## config.mk

```make
export PLATFORM = sky130hd
export DESIGN_NAME = mod5_seq_monitor_flat
export DESIGN_NICKNAME = d
export VERILOG_FILES = /design/src/rtl/mod5_seq_monitor_pkg.sv /design/src/rtl/mod5_seq_monitor_if.sv /design/src/rtl/mod5_seq_monitor_step_check.sv /design/src/rtl/mod5_seq_monitor.sv /design/src/flat_wrapper.sv
export SDC_FILE = /design/constraint.sdc
export NUM_CORES = 1
export LEC_CHECK = 0
export CAP_MARGIN = 20
export CORE_ASPECT_RATIO = 2
export CORE_MARGIN = 3
export CORE_UTILIZATION = 47
export DETAILED_ROUTE_END_ITERATION = 7
export PLACE_DENSITY_LB_ADDON = 0.12
export SLEW_MARGIN = 25
export SYNTH_ARGS = -nofsm -noshare
export SYNTH_HDL_FRONTEND = slang
export SYNTH_HIERARCHICAL = 1
export SYNTH_SLANG_ARGS = --single-unit
```

## constraint.sdc

```tcl
create_clock -name clk -period 2.8 [get_ports clk]
set_clock_uncertainty 0.05 [all_clocks]
set_input_delay 0.56 -clock clk [delete_from_list [all_inputs] [get_ports clk]]
set_output_delay 0.56 -clock clk [all_outputs]
set_load 0.005 [all_outputs]
```

## src/rtl/mod5_seq_monitor_pkg.sv

```systemverilog
// ---------------------------------------------------------------------------
// mod5_mon_pkg
// Shared definitions for the mod-5 sequence monitor:
//   - monitor state encoding
//   - fault cause codes reported on err_code
//   - last legal count value and the successor function of the mod-5 counter
// ---------------------------------------------------------------------------
package mod5_mon_pkg;

    typedef enum logic [1:0] {
        ST_INIT  = 2'd0,
        ST_TRACK = 2'd1,
        ST_FAULT = 2'd2
    } mon_state_e;

    localparam logic [1:0] ERR_NONE    = 2'b00;
    localparam logic [1:0] ERR_ILLEGAL = 2'b01;
    localparam logic [1:0] ERR_SKIP    = 2'b10;
    localparam logic [1:0] ERR_STUCK   = 2'b11;

    localparam logic [2:0] MOD5_LAST = 3'd4;

    // Expected successor of a legal count; the last value wraps to 0.
    function automatic logic [2:0] mod5_next(input logic [2:0] prev);
        return (prev >= MOD5_LAST) ? 3'd0 : prev + 3'd1;
    endfunction

endpackage

```

## src/rtl/mod5_seq_monitor_if.sv

```systemverilog
// ---------------------------------------------------------------------------
// mod5_seq_monitor_if
// Groups the sampled counter input and the decoded/status outputs of the
// mod-5 sequence monitor.
//   en          sample enable (master -> monitor)
//   q_in[2:0]   counter value (master -> monitor)
//   err_clr     fault clear, only when MOD5_SEQ_MONITOR_ERR_CLR_EN is defined
//   phase[4:0]  one-hot phase decode (monitor -> master)
//   wrap_pulse  one-cycle pulse per accepted 4->0 wrap
//   wrap_count  accepted wrap counter, WRAP_W bits
//   err         sticky fault flag
//   err_code    first fault cause
// Macro: MOD5_SEQ_MONITOR_ERR_CLR_EN adds err_clr.
// ---------------------------------------------------------------------------
interface mod5_seq_monitor_if #(
    parameter int WRAP_W = 8
);
    logic              en;
    logic [2:0]        q_in;
`ifdef MOD5_SEQ_MONITOR_ERR_CLR_EN
    logic              err_clr;
`endif
    logic [4:0]        phase;
    logic              wrap_pulse;
    logic [WRAP_W-1:0] wrap_count;
    logic              err;
    logic [1:0]        err_code;

`ifdef MOD5_SEQ_MONITOR_ERR_CLR_EN
    modport master (
        output en, q_in, err_clr,
        input  phase, wrap_pulse, wrap_count, err, err_code
    );
    modport slave (
        input  en, q_in, err_clr,
        output phase, wrap_pulse, wrap_count, err, err_code
    );
`else
    modport master (
        output en, q_in,
        input  phase, wrap_pulse, wrap_count, err, err_code
    );
    modport slave (
        input  en, q_in,
        output phase, wrap_pulse, wrap_count, err, err_code
    );
`endif

endinterface

```

## src/rtl/mod5_seq_monitor_step_check.sv

```systemverilog
// ---------------------------------------------------------------------------
// mod5_step_check
// Combinational classifier of one counter sample against the previously
// accepted value while the monitor is tracking.
//   prev_i[2:0]   last accepted count (always 0..4)
//   q_in_i[2:0]   new sample
//   accept_o      sample is a legal continuation
//   is_wrap_o     accepted sample is the 4->0 wrap
//   fault_o       sample is a fault
//   code_o[1:0]   fault cause when fault_o is set
// ---------------------------------------------------------------------------
module mod5_step_check
    import mod5_mon_pkg::*;
(
    input  logic [2:0] prev_i,
    input  logic [2:0] q_in_i,
    output logic       accept_o,
    output logic       is_wrap_o,
    output logic       fault_o,
    output logic [1:0] code_o
);

    // Branch order is the classification priority: illegal code first, then
    // any zero (wrap, hold or upstream resync), then the normal successor.
    always_comb begin
        accept_o  = 1'b0;
        is_wrap_o = 1'b0;
        fault_o   = 1'b0;
        code_o    = ERR_NONE;
        if (q_in_i > MOD5_LAST) begin
            fault_o = 1'b1;
            code_o  = ERR_ILLEGAL;
        end else if (q_in_i == 3'd0) begin
            accept_o  = 1'b1;
            is_wrap_o = (prev_i == MOD5_LAST);
        end else if (prev_i != MOD5_LAST && q_in_i == mod5_next(prev_i)) begin
            accept_o = 1'b1;
        end else if (q_in_i == prev_i) begin
            // q_in_i is nonzero here, so prev_i is nonzero as well
            fault_o = 1'b1;
            code_o  = ERR_STUCK;
        end else begin
            fault_o = 1'b1;
            code_o  = ERR_SKIP;
        end
    end

endmodule

```

## src/rtl/mod5_seq_monitor.sv

```systemverilog
// ---------------------------------------------------------------------------
// mod5_seq_monitor
// Samples a mod-5 counter (0,1,2,3,4,0,...), registers a one-hot phase
// decode, counts accepted wraps and latches the first sequencing fault.
// Ports:
//   clk        system clock, rising edge
//   rst        asynchronous active-low reset
//   bus        mod5_seq_monitor_if.slave (en, q_in, [err_clr], phase,
//              wrap_pulse, wrap_count, err, err_code)
// Parameters:
//   WRAP_W     width of wrap_count
//   WRAP_SAT   0: wrap_count rolls over, 1: saturates at all-ones
// Macro: MOD5_SEQ_MONITOR_ERR_CLR_EN enables err_clr to leave the fault
//   state without a reset.
// ---------------------------------------------------------------------------
module mod5_seq_monitor #(
    parameter int WRAP_W   = 8,
    parameter int WRAP_SAT = 0
) (
    input  logic                    clk,
    input  logic                    rst,
    mod5_seq_monitor_if.slave       bus
);
    import mod5_mon_pkg::*;

    localparam logic [WRAP_W-1:0] CNT_ONE = WRAP_W'(1);

    mon_state_e        state_q, state_d;
    logic [2:0]        prev_q, prev_d;
    logic [4:0]        phase_q, phase_d;
    logic              wrap_pulse_q, wrap_pulse_d;
    logic [WRAP_W-1:0] wrap_cnt_q, wrap_cnt_d;
    logic              err_q, err_d;
    logic [1:0]        err_code_q, err_code_d;

    logic              chk_accept;
    logic              chk_wrap;
    logic              chk_fault;
    logic [1:0]        chk_code;

    mod5_step_check u_step_check (
        .prev_i    (prev_q),
        .q_in_i    (bus.q_in),
        .accept_o  (chk_accept),
        .is_wrap_o (chk_wrap),
        .fault_o   (chk_fault),
        .code_o    (chk_code)
    );

    always_comb begin
        state_d      = state_q;
        prev_d       = prev_q;
        phase_d      = phase_q;
        wrap_pulse_d = 1'b0;
        wrap_cnt_d   = wrap_cnt_q;
        err_d        = err_q;
        err_code_d   = err_code_q;

        if (bus.en) begin
            case (state_q)
                ST_INIT: begin
                    // Only a fresh 0 lets tracking start
                    if (bus.q_in == 3'd0) begin
                        state_d = ST_TRACK;
                        prev_d  = 3'd0;
                        phase_d = 5'b00001;
                    end else if (bus.q_in > MOD5_LAST) begin
                        state_d    = ST_FAULT;
                        phase_d    = 5'b00000;
                        err_d      = 1'b1;
                        err_code_d = ERR_ILLEGAL;
                    end else begin
                        phase_d = 5'b00000;
                    end
                end
                ST_TRACK: begin
                    if (chk_fault) begin
                        state_d    = ST_FAULT;
                        phase_d    = 5'b00000;
                        err_d      = 1'b1;
                        err_code_d = chk_code;
                    end else if (chk_accept) begin
                        prev_d  = bus.q_in;
                        phase_d = 5'b00001 << bus.q_in;
                        if (chk_wrap) begin
                            wrap_pulse_d = 1'b1;
                            if (WRAP_SAT != 0 && (&wrap_cnt_q))
                                wrap_cnt_d = wrap_cnt_q;
                            else
                                wrap_cnt_d = wrap_cnt_q + CNT_ONE;
                        end
                    end
                end
                ST_FAULT: begin
                    // First cause stays latched; later samples are ignored
                    phase_d = 5'b00000;
                    err_d   = 1'b1;
`ifdef MOD5_SEQ_MONITOR_ERR_CLR_EN
                    if (bus.err_clr) begin
                        state_d    = ST_INIT;
                        prev_d     = 3'd0;
                        err_d      = 1'b0;
                        err_code_d = ERR_NONE;
                    end
`endif
                end
                default: begin
                    state_d = ST_INIT;
                    phase_d = 5'b00000;
                end
            endcase
        end
    end

    always_ff @(posedge clk or negedge rst) begin
        if (!rst) begin
            state_q      <= ST_INIT;
            prev_q       <= 3'd0;
            phase_q      <= 5'b00000;
            wrap_pulse_q <= 1'b0;
            wrap_cnt_q   <= '0;
            err_q        <= 1'b0;
            err_code_q   <= ERR_NONE;
        end else begin
            state_q      <= state_d;
            prev_q       <= prev_d;
            phase_q      <= phase_d;
            wrap_pulse_q <= wrap_pulse_d;
            wrap_cnt_q   <= wrap_cnt_d;
            err_q        <= err_d;
            err_code_q   <= err_code_d;
        end
    end

    assign bus.phase      = phase_q;
    assign bus.wrap_pulse = wrap_pulse_q;
    assign bus.wrap_count = wrap_cnt_q;
    assign bus.err        = err_q;
    assign bus.err_code   = err_code_q;

endmodule

```

## src/flat_wrapper.sv

```systemverilog
// flat-port wrapper written by rule: the top's interface ports become plain ports
module mod5_seq_monitor_flat import mod5_mon_pkg::*;
#(
    parameter int WRAP_W   = 8,
    parameter int WRAP_SAT = 0
)
  (clk, rst, bus_en, bus_q_in, bus_phase, bus_wrap_pulse, bus_wrap_count, bus_err, bus_err_code);
  mod5_seq_monitor_if #(.WRAP_W(WRAP_W)) bus_i ();
  input  logic clk;
  input  logic rst;
  input wire logic [$bits(bus_i.en)-1:0] bus_en;
  input wire logic [$bits(bus_i.q_in)-1:0] bus_q_in;
  output wire logic [$bits(bus_i.phase)-1:0] bus_phase;
  output wire logic [$bits(bus_i.wrap_pulse)-1:0] bus_wrap_pulse;
  output wire logic [$bits(bus_i.wrap_count)-1:0] bus_wrap_count;
  output wire logic [$bits(bus_i.err)-1:0] bus_err;
  output wire logic [$bits(bus_i.err_code)-1:0] bus_err_code;
  assign bus_i.en = bus_en;
  assign bus_i.q_in = bus_q_in;
  assign bus_phase = bus_i.phase;
  assign bus_wrap_pulse = bus_i.wrap_pulse;
  assign bus_wrap_count = bus_i.wrap_count;
  assign bus_err = bus_i.err;
  assign bus_err_code = bus_i.err_code;
  mod5_seq_monitor #(.WRAP_W(WRAP_W), .WRAP_SAT(WRAP_SAT)) u_core (.clk(clk), .rst(rst), .bus(bus_i));
endmodule
```

# Yosys cells after proc, flatten, opt, wreduce, memory -nomap -nowiden
# Cells that the tools add are included.
# totals
input_bits	6
output_inout_bits	17
reg_bits	22
word_cells	77
# op_classes
eq_ne	14
shift	1
n_mux	38
magnitude_cmp	2
reduce_logical	11
addsub	2
bitwise_logic	2
# ops
op	n
$reduce_and A5 Y1	4
$mux W1	18
$mux W2	9
$mux W3	4
$mux W5	2
$pmux W5 S2	1
$add A8 B1 Y8 const B	1
$ne A2 B1 Y1 const B	4
$eq A3 B3 Y1	2
$ne A3 B1 Y1 const B	2
$pmux W2 S3	1
$pmux W3 S2	1
$shl A1 B3 Y5 const A	1
$ne A2 B2 Y1 const B	2
$pmux W2 S2	1
$reduce_and A4 Y1	1
$add A3 B1 Y3 const B	1
$eq A3 B3 Y1 const B	1
$ge A3 B3 Y1 const B	1
$gt A3 B3 Y1 const B	1
$logic_not A3 Y1	1
$ne A3 B3 Y1 const B	1
$pmux W1 S3	1
$reduce_bool A3 Y1	1
7 further kinds	8

# Logic depth before layout (Yosys ltp)
# Gate-level depths: netlist of run 1.
# logic_depth
word_depth	11
mapped_depth	10
ltp_nobuf	10

# Modules after synthesis
# Netlist of run 1, hierarchy kept.
# by_module_without_submodules
module	seq_area_each_um2	area_each_um2	cells_each	instances
mod5_seq_monitor	550.5	1092.3	98	1
mod5_step_check	0.0	272.8	40	1

# Least setup slack after synthesis of run 1
# Ideal clock, no wire load.
# synth_timing
path_kind	reg2reg
startpoint	reg u_core.prev_q[0]
endpoint	reg u_core.wrap_cnt_q[1] (netlist: u_core/bus.wrap_count[1])
t_required_ns	2.625
setup_time_ns	0.125
path_stages_with_launch	10
path_buffers	0
path_slack_ns	0.043
arrival_ns	2.582
period_less_slack_ns	2.757
path_cell_list	dfrtp_1 -> inv_1 -> ha_1 -> nor4b_1 -> a32oi_1 -> o211ai_1 -> a21oi_1 -> nor4b_4 -> nand2_2 -> mux2_4
# synth_via
elab_chain_cells	9
elab_cells_between_ends	17
cone_classes	add/sub (1); order compare (1); eq/ne (3); mux (9); bitwise (1); reduce/logical (2)
# synth_lines
item	line_no	text
from (decl)	mod5_seq_monitor.sv:29	logic [2:0] prev_q, prev_d;
from (signal assigned)	mod5_seq_monitor.sv:126	prev_q <= prev_d;
$add A3 B1 Y3 / $ge A3 B3 Y1 (equally long branches)	mod5_seq_monitor_pkg.sv:25	return (prev >= MOD5_LAST) ? 3'd0 : prev + 3'd1;
$mux W3	mod5_seq_monitor_pkg.sv:25	
$eq A3 B3 Y1	mod5_seq_monitor_step_check.sv:36	end else if (prev_i != MOD5_LAST && q_in_i == mod5_next(prev_i)) begin
$logic_and A1 B1 Y1 (*)	mod5_seq_monitor_step_check.sv:36	
$mux W1 (*)	mod5_seq_monitor_step_check.sv:36	
$mux W1 (*)	mod5_seq_monitor_step_check.sv:33	end else if (q_in_i == 3'd0) begin
$mux W1 (*)	mod5_seq_monitor_step_check.sv:30	if (q_in_i > MOD5_LAST) begin
via u_core.chk_fault	mod5_seq_monitor.sv:38	logic chk_fault;
$not A1 Y1 (no line) (*)	n/a	
$reduce_and A5 Y1 (no line) (*)	n/a	
to (signal assigned)	mod5_seq_monitor.sv:129	wrap_cnt_q <= wrap_cnt_d;
to (decl)	mod5_seq_monitor.sv:32	logic [WRAP_W-1:0] wrap_cnt_q, wrap_cnt_d;
# The timed path passes the listed nets; every way through them passes the cells marked *.
# A chain may end at the register's enable or synchronous reset.

# Worst setup path in the final report of run 1
# layout_timing
startpoint	reg u_core.prev_q[1]
endpoint	reg u_core.phase_q[3] (netlist: u_core/bus.phase[3])
# layout_via
elab_chain_cells	9
elab_cells_between_ends	16
cone_classes	add/sub (1); order compare (1); eq/ne (3); mux (9); reduce/logical (2)
# layout_lines
item	line_no	text
$add A3 B1 Y3 / $ge A3 B3 Y1 (equally long branches)	mod5_seq_monitor_pkg.sv:25	
$mux W3	mod5_seq_monitor_pkg.sv:25	
$eq A3 B3 Y1	mod5_seq_monitor_step_check.sv:36	
$logic_and A1 B1 Y1 (*)	mod5_seq_monitor_step_check.sv:36	
$mux W1 (*)	mod5_seq_monitor_step_check.sv:36	
$mux W1 (*)	mod5_seq_monitor_step_check.sv:33	
$mux W1 (*)	mod5_seq_monitor_step_check.sv:30	
via u_core.chk_accept	mod5_seq_monitor.sv:36	logic chk_accept;
$ne A3 B1 Y1 (no line) (*)	n/a	
$reduce_and A2 Y1 (no line) (*)	n/a	
to (signal assigned)	mod5_seq_monitor.sv:127	phase_q <= phase_d;
to (decl)	mod5_seq_monitor.sv:30	logic [4:0] phase_q, phase_d;
# Marked as above.

==> results by group, run 1 <==
Clocking
  – CTS Buffer Depth: 2
  – Hold_buf cts: 0
  – Clk_lat worst skew: approximately 0.26 ns
  – Clock Pin Slew Worst Setup and Hold Paths: 0.08 ns
  – H-tree Lvls: 1
  – CTS tree: built
  – Clock sinks: 22
  – Cts bufs inserted: 3
  – Clock Tree Root: clkbuf_8

STA
  – Final setup fails: 0
  – Crit path time final: 2.751 ns
  – Max transition margin: between 60 and 70%
  – Hold Fails Final Rpt: 0
  – Slew @ Worst Pin: 0.5271 ns
  – Setup TNS: 0 ns
  – Slew Viols, Final: 0
  – Crit share post-route: 98.25%
  – Fmax: 0.3635 GHz
  – Worst hold margin: approximately 0.42 ns

Yosys
  – Mapped Cells: ~140
  – Register area share after synthesis: around 40%
  – Synth Register Bits: 22
  – Ys Warns: 6
  – Post-synth EDFFs: 0
  – Ys flop type: dfrtp_1
  – FFs w/ async S/R, synth: 100.0%
  – Synth cell types: 45
  – Synthesized area: 0.001365 mm^2
  – Avg Inst Size Synth: 9.892 um^2
  – Syn nets: 150

Drt
  – Initial DRC Count: 51
  – Routed WL per cell: 16.65 um
  – Drt pass-1 iters: 4
  – Vias per cell: 5.659
  – DR vias: 1245
  – Antenna-violating nets left: 0
  – Drt drc: 0
  – Routed wire length: 3663 um

Floorplan
  – Die H: 82.22 um
  – Die area: 0.003626 mm^2
  – Initial Util: between 40% and 50%
  – Die width: 44.11 um
  – Number of top-level pins: 23
  – Std cell rows: 27
  – Core area: about 0.0028 mm^2

Finish
  – Register Area: 550.5 um^2
  – Commonest non-fill, non-tap cell in the layout: buf_4
  – Post-layout util: 71.18%
  – Design area: 0.001972 mm^2
  – Final net count: 204
  – Filler cell count: 227
  – Layout cells sized above 1: 29.32%
  – N_diodes: 0
  – Multi-input logic area: 792.0 um^2
  – Most frequent cells in the layout: 31 x buf_4, 22 x dfrtp_1, 20 x clkdlybuf4s50_1
  – Area Overhead vs Synth: 44.45%

Power and ir drop
  – P_sw: 0.0002649 W
  – Pwr Total: ~0.00094 W
  – Clock share of power: about a third
  – Peak VDD IR: between 0.4 and 0.5 mV
  – P_int: 0.0006711 W
  – Pwr Density: 474.7 mW/mm^2
  – Combinational share of power: 29.6%
  – Sw Ratio: 28.31%
  – Leak: 0.9205 nW
  – Seq pwr share: 38.6%

Setup path
  – Worst Path Required: 2.96 ns
  – CP Class: flip-flop to flip-flop
  – Setup crit end kind: flip-flop
  – Worst path arrival time: 2.91 ns
  – CP startpoint kind: flip-flop
  – CP Max Fanout: 6
  – R2R cell count: 12

Place
  – Dpl cell area: 0.001758 mm^2
  – Port Buffers: 22
  – Hpwl dp: 2688 um
  – Gpl congestion: 0.8777

Worst hold path
  – Worst hold path type: flip-flop to flip-flop
  – Hold depth: 1

Global route
  – Total track usage: between 20% and 30%
  – Largest net degree at the start of global routing: 23
  – Remaining Overflow, GRT: 0
  – Initial antenna violation count: 0
  – Global-route wire length before repair: approximately 5600 um
  – Vias in the first global route: 1274

Run status
  – Status: completed

Flow run
  – Max-cap violations: 0
synthesized netlist by cell type (2+ instances only):
cell type | number | area (um^2)
a211o_1 | 2 | 17.52
a21o_1 | 2 | 15.01
a21oi_1 | 5 | 25.02
a22o_1 | 2 | 17.52
a22o_2 | 2 | 20.02
a31oi_1 | 2 | 12.51
and3_1 | 2 | 12.51
buf_2 | 2 | 10.01
buf_6 | 2 | 22.52
dfrtp_1 | 22 | 550.5
ha_1 | 6 | 75.07
inv_1 | 13 | 48.80
mux2i_1 | 3 | 30.03
nand2_1 | 11 | 41.29
nand3_1 | 5 | 25.02
nand4_1 | 3 | 18.77
nor2_1 | 7 | 26.28
nor2b_1 | 4 | 25.02
nor4_1 | 2 | 12.51
o21ai_0 | 5 | 25.02
o22ai_1 | 2 | 12.51
o31ai_1 | 2 | 15.01
or3_1 | 2 | 12.51
xnor2_1 | 9 | 78.83
cell type report:
cell class,instances,share of cell area [%]
clock buffer,3,2.094
inverter,14,2.665
tap,29,1.840
clock inverter,1,1.523
timing repair buffer,54,23.79
sequential,22,27.92
multi-input combinational,97,40.17
metrics by stage:
step | setup WS (ns) | instances
after floorplan | 0.04311 | 138
after global placement | -0.3525 | 207
after detailed placement | -0.4004 | 207
after CTS | 0.01853 | 212
after global routing | -0.08794 | 220
final | 0.04912 | 220
flip-flops by register name, summed over array words and instances (netlist names):
register               flops
u_core/bus.err             1
u_core/bus.err_code        2
u_core/bus.phase           5
u_core/bus.wrap_count      8
u_core/bus.wrap_pulse      1
u_core/prev_q              3
u_core/state_q             2
worst max-delay path: stages, from the launching register on:
cell and delay (ns):
dfrtp_1 0.43, inv_1 0.12, ha_4 0.30, nor4b_2 0.05, a32oi_2 0.25, o211ai_1 0.12, buf_4 0.18, a21o_1 0.19
buf_4 0.14, buf_4 0.14, o41ai_4 0.35, buf_4 0.22, a22o_1 0.14
cells by family (layout without fill, tap and decap cells):
logic type / count (synthesis) / count (layout) / synth area share [%]
DFF: 22 / 22 / 40.33
xor gates and xnor gates: 10 / 10 / 6.417
buffers and inverters: 19 / 72 / 6.507
AOI/OAI and AO/OA: 31 / 31 / 17.96
muxes: 4 / 4 / 3.299
adders and majority gates: 6 / 6 / 5.499
and+or+nand+nor: 46 / 46 / 19.98
worst paths after layout:
path | to | from | slack, ns
min reg2reg | u_core/bus.err$_DFFE_PN0P_ | u_core/bus.err$_DFFE_PN0P_ | 0.42
min in group asynchronous | u_core/bus.phase[0]$_DFFE_PN0P_ | rst | 0.59
max reg2reg | u_core/bus.phase[3]$_DFFE_PN0P_ | u_core/prev_q[1]$_DFFE_PN0P_ | 0.05
max | u_core/bus.phase[3]$_DFFE_PN0P_ | u_core/prev_q[1]$_DFFE_PN0P_ | 0.05
min | u_core/bus.err$_DFFE_PN0P_ | u_core/bus.err$_DFFE_PN0P_ | 0.42
max in group asynchronous | u_core/bus.wrap_count[2]$_DFFE_PN0P_ | rst | 1.88
power groups by stage:
stage	clock [W]	combinational, W	sequential, W
CTS	0.000304	0.000221	0.000359
global placement	0	0.000208	0.000363
detailed placement	0	0.000216	0.000366
finish	0.000298	0.000277	0.000361
floorplan	0	0.000120	0.000359
global route	0.000319	0.000299	0.000365
layer usage:
| metal | GRT usage [%] | routed length [um] | vias to the layer above |
|---|---|---|---|
| met5 | 0 | 0 | - |
| met1 | 20.30 | 1273 | 602 |
| met4 | 14.50 | 110 | 0 |
| met3 | 1.735 | 94 | 12 |
| li1 | - | - | 592 |
| met2 | 40.20 | 2185 | 39 |
repair_timing:
item                                    in CTS  in global routing
endpoints found under the setup margin      11                 19
pin swaps                                    0                  9
buffers inserted                             1                  8
resized for setup                            2                 11
Note: power is estimated with default switching activity, not from simulation.
==> inputs of run 2 (changes only) <==
--- a/config.mk
+++ b/config.mk
@@ -11,6 +11,7 @@
 export CORE_UTILIZATION = 47
 export DETAILED_ROUTE_END_ITERATION = 7
 export PLACE_DENSITY_LB_ADDON = 0.12
+export SKIP_LAST_GASP = 1
 export SLEW_MARGIN = 25
 export SYNTH_ARGS = -nofsm -noshare
 export SYNTH_HDL_FRONTEND = slang
==> results of run 2 <==
Final layout, timing and power as in run 1 (identical DEF).
